`src/rtl/forward_scoreboard.sv`:
```
// forward_scoreboard: forwarding-select and load-use stall unit.
// Keeps its own shadow copy of the in-flight instructions (stage 0 = EXE
// consumer, stages 1..DEPTH = producers), so the datapath only supplies
// the ID-stage instruction fields.
module forward_scoreboard #(
  parameter int AW       = 5,
  parameter int NSRC     = 2,
  parameter int DEPTH    = 2,
  parameter int LOAD_LAT = 2,
  parameter int SELW     = 2,
  parameter int CNTW     = 16
) (
  input  logic                 clk,
  input  logic                 rst,
  input  logic                 id_valid,
  input  logic [AW-1:0]        id_rd,
  input  logic                 id_wen,
  input  logic                 id_load,
  input  logic [NSRC*AW-1:0]   id_src,
  input  logic                 flush,
  output logic [NSRC*SELW-1:0] fwd_sel,
  output logic                 ex_valid,
  output logic                 id_stall,
  output logic [CNTW-1:0]      stall_count
);

  // Shadow pipeline: index 0 is the EXE consumer, 1..DEPTH the producers.
  logic [DEPTH:0]  valid_q, valid_d;
  logic [AW-1:0]   rd_q   [0:DEPTH];
  logic            wen_q  [0:DEPTH];
  logic            load_q [0:DEPTH];
  logic [AW-1:0]   src_q  [NSRC];

  logic [CNTW-1:0] stall_count_q, stall_count_d;
  logic            stall;

  // Load-use hazard: a load too young to forward still sits in stage 0..LOAD_LAT-2.
  always_comb begin
    // NOTE: every combinational output gets a default first so no path leaves it unassigned (no latch).
    stall = 1'b0;
    if (id_valid && !flush) begin
      for (int j = 0; j < LOAD_LAT - 1; j++) begin
        for (int s = 0; s < NSRC; s++) begin
          if (valid_q[j] && wen_q[j] && load_q[j] && (rd_q[j] != '0) &&
              (rd_q[j] == id_src[s*AW +: AW])) begin
            stall = 1'b1;
          end
        end
      end
    end
  end

  // Forward select: scan oldest to youngest so the youngest producer wins.
  always_comb begin
    fwd_sel = '0;
    if (valid_q[0]) begin
      for (int s = 0; s < NSRC; s++) begin
        for (int k = DEPTH; k >= 1; k--) begin
          if (valid_q[k] && wen_q[k] && (rd_q[k] != '0) && (rd_q[k] == src_q[s])) begin
            fwd_sel[s*SELW +: SELW] = SELW'(k);
          end
        end
      end
    end
  end

  // Next valid bits and saturating stall counter.
  always_comb begin
    valid_d    = '0;
    valid_d[0] = (flush || stall) ? 1'b0 : id_valid;
    for (int k = 1; k <= DEPTH; k++) begin
      valid_d[k] = valid_q[k-1];
    end
    stall_count_d = stall_count_q;
    if (stall && (stall_count_q != '1)) begin
      stall_count_d = stall_count_q + CNTW'(1);
    end
  end

  // Control state: valid bits and counter, cleared by async reset.
  always_ff @(posedge clk or posedge rst) begin
    // NOTE: sequential state is written with non-blocking assignments only, so all flops update together.
    if (rst) begin
      valid_q       <= '0;
      stall_count_q <= '0;
    end else begin
      valid_q       <= valid_d;
      stall_count_q <= stall_count_d;
    end
  end

  // Payload shift: fields are qualified by the valid bits, so they need no reset.
  always_ff @(posedge clk) begin
    // NOTE: payload arrays are deliberately unreset; only the valid bits carry reset meaning.
    rd_q[0]   <= id_rd;
    wen_q[0]  <= id_wen;
    load_q[0] <= id_load;
    for (int s = 0; s < NSRC; s++) begin
      src_q[s] <= id_src[s*AW +: AW];
    end
    for (int k = 1; k <= DEPTH; k++) begin
      rd_q[k]   <= rd_q[k-1];
      wen_q[k]  <= wen_q[k-1];
      load_q[k] <= load_q[k-1];
    end
  end

  assign ex_valid    = valid_q[0];
  assign id_stall    = stall;
  assign stall_count = stall_count_q;

endmodule

```
`config.mk`:
```
export PLATFORM = sky130hd
export DESIGN_NAME = forward_scoreboard
export DESIGN_NICKNAME = d
export VERILOG_FILES = /design/src/rtl/forward_scoreboard.sv
export SDC_FILE = /design/constraint.sdc
export NUM_CORES = 1
export LEC_CHECK = 0
export CAP_MARGIN = 40
export CORE_UTILIZATION = 45
export CTS_BUF_LIST = sky130_fd_sc_hd__clkbuf_4 sky130_fd_sc_hd__clkbuf_8
export DETAILED_ROUTE_END_ITERATION = 6
export MAX_ROUTING_LAYER = met4
export PLACE_DENSITY = 0.73
export SLEW_MARGIN = 40
export SYNTH_ARGS = -nofsm -noshare
export SYNTH_HDL_FRONTEND = slang
export SYNTH_SLANG_ARGS = --single-unit
```
`constraint.sdc`:
```
create_clock -name clk -period 2.1 [get_ports clk]
set_input_delay 0.63 -clock clk [delete_from_list [all_inputs] [get_ports clk]]
set_output_delay 0.63 -clock clk [all_outputs]
set_load 0.01 [all_outputs]
```
Word-level counts from Yosys, hierarchy flattened
Memories as Yosys holds them, arrays and structs flattened.
Cells that the tools add are included.
{"block": "word_totals", "regBits": 19, "ram_bits": 31, "in_bits": 21, "output_inout_bits": 22, "wordCells": 43, "memories": 4}
{"memory": "rd_q", "words": 3, "width": 5, "read_ports": 3, "rd_ports_with_merged_regs": 0, "write_ports": 3, "line": "29", "rtl": "logic [AW-1:0] rd_q [0:DEPTH];"}
{"memory": "src_q", "words": 2, "width": 5, "read_ports": 2, "rd_ports_with_merged_regs": 0, "write_ports": 2, "line": "32", "rtl": "logic [AW-1:0] src_q [NSRC];"}
{"memory": "load_q", "words": 3, "width": 1, "read_ports": 2, "rd_ports_with_merged_regs": 0, "write_ports": 3, "line": "31", "rtl": "logic load_q [0:DEPTH];"}
{"memory": "wen_q", "words": 3, "width": 1, "read_ports": 3, "rd_ports_with_merged_regs": 0, "write_ports": 3, "line": "30", "rtl": "logic wen_q [0:DEPTH];"}
{"block": "op_classes", "n_addsub": 1, "eq_ne": 7, "n_mux": 9, "n_reduce_logical": 20}
{"cell": "5-bit == test", "count": 6}
{"cell": "16-bit by 1-bit adder with 16-bit output, second input constant", "count": 1}
{"cell": "16-bit inequality test, second input constant", "count": 1}
{"cell": "1-bit logical AND", "count": 15}
{"cell": "5-bit nonzero test", "count": 3}
{"cell": "2-bit two-way mux", "count": 4}
{"cell": "1-bit two-way mux", "count": 4}
{"cell": "4-bit two-way mux", "count": 1}
{"cell": "1-bit zero test", "count": 1}
{"cell": "1-bit logical OR", "count": 1}

Longest topological paths before layout
{"block": "logic_depth", "depth_word": 9, "ltp_mapped": 6, "mapped_depth_nobuf": 6}

Worst setup path before layout
Ideal clock, no wire load.
{"block": "synth_timing", "kind": "register to output", "startpoint": "mem rd_q[1][1], in the netlist rd_q[0][6]", "endpoint": "out fwd_sel[1]", "arrival_time_ns": 1.568, "t_required_ns": 1.470, "setup_slack_ns": -0.098, "path_stages_with_launch": 5, "n_path_buf": 0, "cell_sequence": "dfxtp_1 -> or4_1 -> o211ai_1 -> nor4_1 -> nor4_1"}
{"element": "from (decl)", "line": "29"}
{"element": "to (decl)", "line": "21", "rtl": "output logic [NSRC*SELW-1:0] fwd_sel,"}

==> results.yml <==
cts:
  cts_buffer_depth: 2
  cts_tree: "built"
  clk_pin_slew_ns: 0.09
  numClockSinks: 48
  cts_buffers: 5
  insertion_delay_ns: 0.30
  cts_max_level: 2
  cts_root_buf: "clkbuf_8"
placed_design:
  placed_cell_area_um2: 2610
  dp_hpwl_um: 3210
  numPortBuffers: 42
  routabilityCongestion: 0.815
worst_setup_path:
  crit_family: "simple AND/OR/NAND/NOR gates"
  critPathRequiredTime_ns: 1.47
  rrSetupSlack_ns: 0.15
  critPathKind: "flop to output pin"
  worst_setup_path_end_kind: "output pin"
  cpPeakStageDelay_ns: 0.56
  path_buf_inv: 2
  start_kind: "flop"
  reg2reg_depth: 6
  critPathMaxFanout: 2
  r2r-end: "stall_count[1]"
  crit_arrival_ns: 1.90
  crit_chain: "buf_6, xor2_1, or4_4, nor4_4, buf_2"
  crit_slowest_cell: "or4_4"
  r2r_start: "rd_q[0][1]"
outcome:
  status: "complete, but fails checks"
  violations: "negative setup slack"
logic_synthesis:
  syn_area_per_cell_um2: 11.8
  synth_cells: 161
  yosysWarningCount: 0
  synth_top_area_cell: "dfxtp_1"
  synth_ff_type: "dfxtp_1"
  ys_seq_elements: 48
  syn_nets: 183
  ys_types: 30
  async_reset_ff_share_pct: 39.6
  post-synth-top-count-cell: "xor2_1"
  ys_seq_area_share_pct: 55.5
  synth_common_cells: "xor2_1, dfxtp_1, dfrtp_1, nor3_1, nand3_1"
  synth_area_leaders: "dfxtp_1, dfrtp_1, xor2_1, xnor2_1, nor3_1"
  post-synth-top-area-fraction_pct: 30.5
  syn_area_um2: 1900
  synth_edf_count: 0
sta:
  finalSetupViolCount: 5
  fin_skew_ns: 0.00506
  layout_min_cycle_time_ns: 2.53
  max_slew_margin_pct: 71.2
  rsz0062_at_grt: "true"
  worst_pin_slew_ns: 0.428
  post-route-period-util_pct: 120
  fmaxAchievable_ghz: 0.396
  finalHoldViolations: 0
  final_max_slew_viol_count: 0
  finalWorstSetupSlack_ns: -0.428
power_and_ir_drop:
  vdd_drop_max_uv: 559
  power.density_nw_per_um2: 675
  static-leakage-power_nw: 1.23
global_routing:
  grtUsageTotal_pct: 21.4
  grt_pass1_vias: 1493
  overflow: 0
  grt_pass1_wl_um: 6780
  antenna_found_initial: 0
  grt_max_degree: 20
min_path:
  worstHoldEndpoint: "wen_q[0][2]"
  timing.hold.worst_path_depth: 0
  hold_path.class: "flop to flop"
  min_from: "wen_q[0][1]"
die:
  die_x_um: 67.0
  num_io_pins: 43
  rows: 23
  die_area_um2: 4490
  start_util_pct: 47.2
  die_h_um: 67.0
  core-area_um2: 4030
finish:
  finalCoreUtilization_pct: 68.7
  design_area_um2: 2770
  nets: 259
  multi_input_area_um2: 910
  area_growth_syn_to_layout_pct: 45.5
  seq_area_um2: 1070
  drive_gt1_share_pct: 27.3
  fill_cells: 298
  diodes: 0
routing:
  drcViolationCount: 0
  finalWirelength_um: 4200
  num_vias: 1451
  post_drt_wl_per_cell_um: 14.6
  first_pass_iters: 4
  vias_per_cell: 5.04
  dr.first_iter.drc_count: 63
  antenna_left: 0
flow_run:
  drv_cap: 0
## through the flow
| step | setup slack [ns] | power, W | setup TNS, ns | hold WS [ns] | std cells |
|---|---|---|---|---|---|
| 2_1_floorplan | -0.0146 | 0.00106 | -0.0146 | 0.331 | 161 |
| 3_3_place_gp | -0.792 | 0.00116 | -6.52 | 0.346 | 279 |
| 3_5_place_dp | -0.800 | 0.00117 | -7.35 | 0.345 | 279 |
| 4_1_cts | -0.435 | 0.00187 | -1.84 | 0.363 | 289 |
| 5_1_grt | -0.506 | 0.00194 | -2.19 | 0.376 | 288 |
| 6_report | -0.428 | 0.00187 | -1.74 | 0.363 | 288 |
## repair_timing
action                                  in CTS  in global routing
setup buffers                                2                  0
pin swaps                                   13                  6
gates cloned                                 0                  0
endpoints found under the setup margin      10                  6
gates resized for setup                     47                  3
hold buffers                                 0                  0
## worst max-delay path by stage
stage	from	endpoint	slack (ns)	depth (start not counted)
3_3_place_gp	id_src[0]	id_stall	-0.79	6
3_5_place_dp	id_src[0]	id_stall	-0.80	6
6_report	rd_q[0][13]	fwd_sel[1]	-0.43	5
5_1_grt	rd_q[0][9]	fwd_sel[1]	-0.51	6
2_1_floorplan	rd_q[0][6]	fwd_sel[1]	-0.01	4
4_1_cts	rd_q[0][12]	fwd_sel[1]	-0.43	5
## kinds of logic after synthesis
kind of cell | share of synthesized area, %
DFF | 55.5
and+or+nand+nor | 17.9
xor gates and xnor gates | 20.7
AOI/OAI and AO/OA | 4.01
muxes | 0.789
adders and majority gates | 0.657
buffers and inverters | 0.460
## power breakdown
group / internal, W / leakage [nW] / switching, W
logic: 0.0000954 / 0.660 / 0.0000785
registers: 0.000951 / 0.507 / 0.0000244
clock network: 0.000420 / 0.0645 / 0.000299
## cell type report
cell class              count  share of cell area, %
inverters                   1                  0.136
multi-input cells         111                   32.9
flip-flops and latches     48                   38.5
clock inverters             1                   1.08
well taps                  50                   2.26
repair buffers             70                   21.7
clock buffers               7                   3.48
## registers in the layout, indices dropped and copies added, names as in the netlist
name and count:
stall_count 16, rd_q 15, src_q 10, valid_q 3
wen_q 3, load_q 1
## layer usage
metal | vias up | wire (um) | global-route usage (%)
met5 | - | 0 | -
met4 | 0 | 72 | 7.45
met3 | 7 | 173 | 5.48
met2 | 41 | 2290 | 38.3
met1 | 688 | 1660 | 22.5
li1 | 715 | - | -
## layout by cell type, fill, tap and decap left out
| cell type | count |
|---|---|
| a22oi_2 | 1 |
| a41oi_1 | 1 |
| and2_1 | 2 |
| and3_1 | 1 |
| and4_1 | 2 |
| and4b_1 | 1 |
| buf_2 | 4 |
| buf_4 | 27 |
| buf_6 | 2 |
| bufinv_16 | 1 |
| clkbuf_8 | 7 |
| clkdlybuf4s50_1 | 25 |
| dfrtp_1 | 19 |
| dfxtp_1 | 21 |
| dfxtp_2 | 8 |
| dlygate4sd2_1 | 12 |
| ha_1 | 1 |
| inv_1 | 1 |
| mux2_4 | 1 |
| nand2_1 | 5 |
| nand3_1 | 10 |
| nand3b_1 | 1 |
| nand4_1 | 3 |
| nor2_1 | 4 |
| nor2b_4 | 1 |
| nor3_1 | 12 |
| nor3b_1 | 4 |
| nor4_1 | 2 |
| nor4_2 | 2 |
| nor4_4 | 2 |
| o2111ai_2 | 1 |
| o211a_4 | 1 |
| o211ai_1 | 1 |
| o31ai_4 | 1 |
| or2_4 | 1 |
| or4_4 | 5 |
| xnor2_1 | 7 |
| xor2_1 | 38 |
Power figures use the tool's default switching activity.
==> edit, RTL diff (same settings) <==
Put one more register stage on the output `stall_count`, with the module's reset. The value now appears one clock later. The other outputs are not delayed to match.
--- a/src/rtl/forward_scoreboard.sv
+++ b/src/rtl/forward_scoreboard.sv
@@ -108,5 +108,11 @@
   assign ex_valid    = valid_q[0];
   assign id_stall    = stall;
-  assign stall_count = stall_count_q;
+  always_ff @(posedge clk or posedge rst) begin
+    if (rst) begin
+      stall_count <= '0;
+    end else begin
+      stall_count <= stall_count_q;
+    end
+  end
 
 endmodule
Behaviour: not the same (a bounded check fails within 4 cycles, from zero or initial values and one cycle with rst high).
==> edit against the original RTL <==
  * The run still ends with setup timing left
  * Setup slack got worse by 0.0076 ns
  * Synthesized cell count rose by 14%
  * Routed wire length rose by 18%
  * Combinational power rose by 32%
  * Sequential cell count rose by 16
  * Design area rose by 24%
  * Synthesized area rose by 23%
  * Power rose by 42%
  * Clock skew barely moved
  * Critical path type unchanged
  * Largest power group unchanged
==> edit: results (changes against the original RTL) <==
Parameter                              Value

Placement
  Total cell area at the placement stage ... 0.00306 mm^2 (+17%)
  Final GP Congestion ... 0.787 (-3.4%)
  Estimated wirelength of the detail-placed design ... 3190 um (-0.69%)

Worst hold path
  Cell count of the worst hold path ... 0 (unchanged)

Clock tree
  Clk pin slew, worst setup/hold paths ... 0.07 ns (-0.02 ns)
  Post-CTS resize count ... 52 (+11%)
  Clock network latency to the later pin of the worst-skew pair ... 0.34 ns (+0.04 ns)
  Count of buffers added by post-CTS timing repair for setup ... 7 (+5)
  Clock buffer count from CTS ... 9 (+4)
  Total number of H-tree levels ... 3 (+1)

Cells and area
  Share of final-layout standard cells stronger than drive strength 1 ... 0.316 (+0.0433)
  Nets@finish ... 292 (+13%)
  Number of filler instances in the final layout ... 360 (+21%)

Timing
  Final number of setup-violating endpoints ... 5 (unchanged)
  Post-route worst setup slack ... -0.436 ns (-0.00765 ns)
  Actual slew at the worst max-slew pin ... 0.421 ns (-0.00744 ns)
  Smallest hold slack ... 0.365 ns (+0.00105 ns)
  Worst clock skew on the final layout ... 0.00482 ns (-0.000240 ns)

Power
  Worst supply voltage drop on vdd ... 0.462 mV (-17%)
  Leakage dissipation ... 0.00155 uW (+26%)

Run status
  Failing checks ... setup timing
  Outcome ... complete, but fails checks

GRT
  Maximum number of pins on one net before global-route repair ... 36 (+80%)
  Wire length of the first global-routing pass ... 7800 um (+15%)
  All-Layer GR Usage ... 0.205 (-0.00841)

Synth
  Compound-gate portion of the synthesized area ... 0.0432 (+0.00309)
  Xor-xnor portion of the synthesized cell area ... 0.164 (-0.0428)
  Share of the yosys chip area belonging to registers ... 0.621 (+0.0659)
  Async set or reset register ratio after synthesis ... 0.547 (+0.151)
  Number of distinct library cells after synthesis ... 35 (+17%)
  Leading cell types by total area after synthesis ... sky130_fd_sc_hd__dfrtp_1, sky130_fd_sc_hd__dfxtp_1, sky130_fd_sc_hd__xor2_1
  Mux share of post-synthesis cell area ... 0.00960 (+0.00171)
  Total nets after synthesis ... 205 (+12%)

Setup path
  Reg-to-Reg Start ... rd_q[0][2]$_DFF_P_
  Capture point of the critical path ... fwd_sel[3]
  End of the worst register-to-register path ... stall_count_q[1]$_DFFE_PP0P_
  Worst R2R Setup Slack ... 0 ns (-0.15 ns)

Drt
  Detailed Route WL ... 4940 um (+18%)
  Starting DRT DRC Count ... 40 (-37%)
  Routed via count ... 1638 (+13%)
[edit: cell count changes after synthesis, moves of 2 or more]
cell                      before  now
sky130_fd_sc_hd__dfrtp_1      19   35
sky130_fd_sc_hd__nand2_1       5   11
sky130_fd_sc_hd__nand3_1      10    5
sky130_fd_sc_hd__xor2_1       38   36
sky130_fd_sc_hd__nor3_2        0    2
sky130_fd_sc_hd__nor3_1       12   10
sky130_fd_sc_hd__nor3b_1       4    0
sky130_fd_sc_hd__and3_1        1    3
sky130_fd_sc_hd__nor4_1        6    8
[edit: final cells by class]
class / count / share of cell area
clock buffers: 14 / 0.0544
clock inverters: 2 / 0.0102
inverters: 2 / 0.00219
multi-input cells: 116 / 0.288
flip-flops and latches: 64 / 0.428
well taps: 67 / 0.0244
repair buffers: 77 / 0.193
[edit: cell families (layout without fill, tap and decap cells)]
group                      count (synthesis)  after routing
xor gates and xnor gates                  44             44
and+or+nand+nor                           60             60
AOI/OAI and AO/OA                          9              9
muxes                                      2              2
DFF                                       64             64
adders and majority gates                  1              1
buffers and inverters                      3             95
[edit: where the power goes]
part,internal [uW],switching (uW)
combinational,126,103
sequential,1270,34.3
clock,689,438
total,2080,576
[edit: routing by layer]
layer,wire [um],global-route usage,up-vias,share of wire
met5,0,-,-,0
li1,-,-,804,-
met4,140,0.135,0,0.028
met2,2340,0.282,41,0.47
met1,2290,0.275,777,0.46
met3,168,0.0420,16,0.034
[edit: stage by stage]
step / setup TNS, ns / instances / worst slack (ns) / power, uW
final: -1.80 / 342 / -0.436 / 2660
after global routing: -2.29 / 342 / -0.516 / 2760
after CTS: -1.80 / 337 / -0.437 / 2660
after detailed placement: -7.54 / 315 / -0.789 / 1510
after global placement: -7.09 / 315 / -0.797 / 1510
after floorplan: -0.0146 / 183 / -0.0146 / 1410
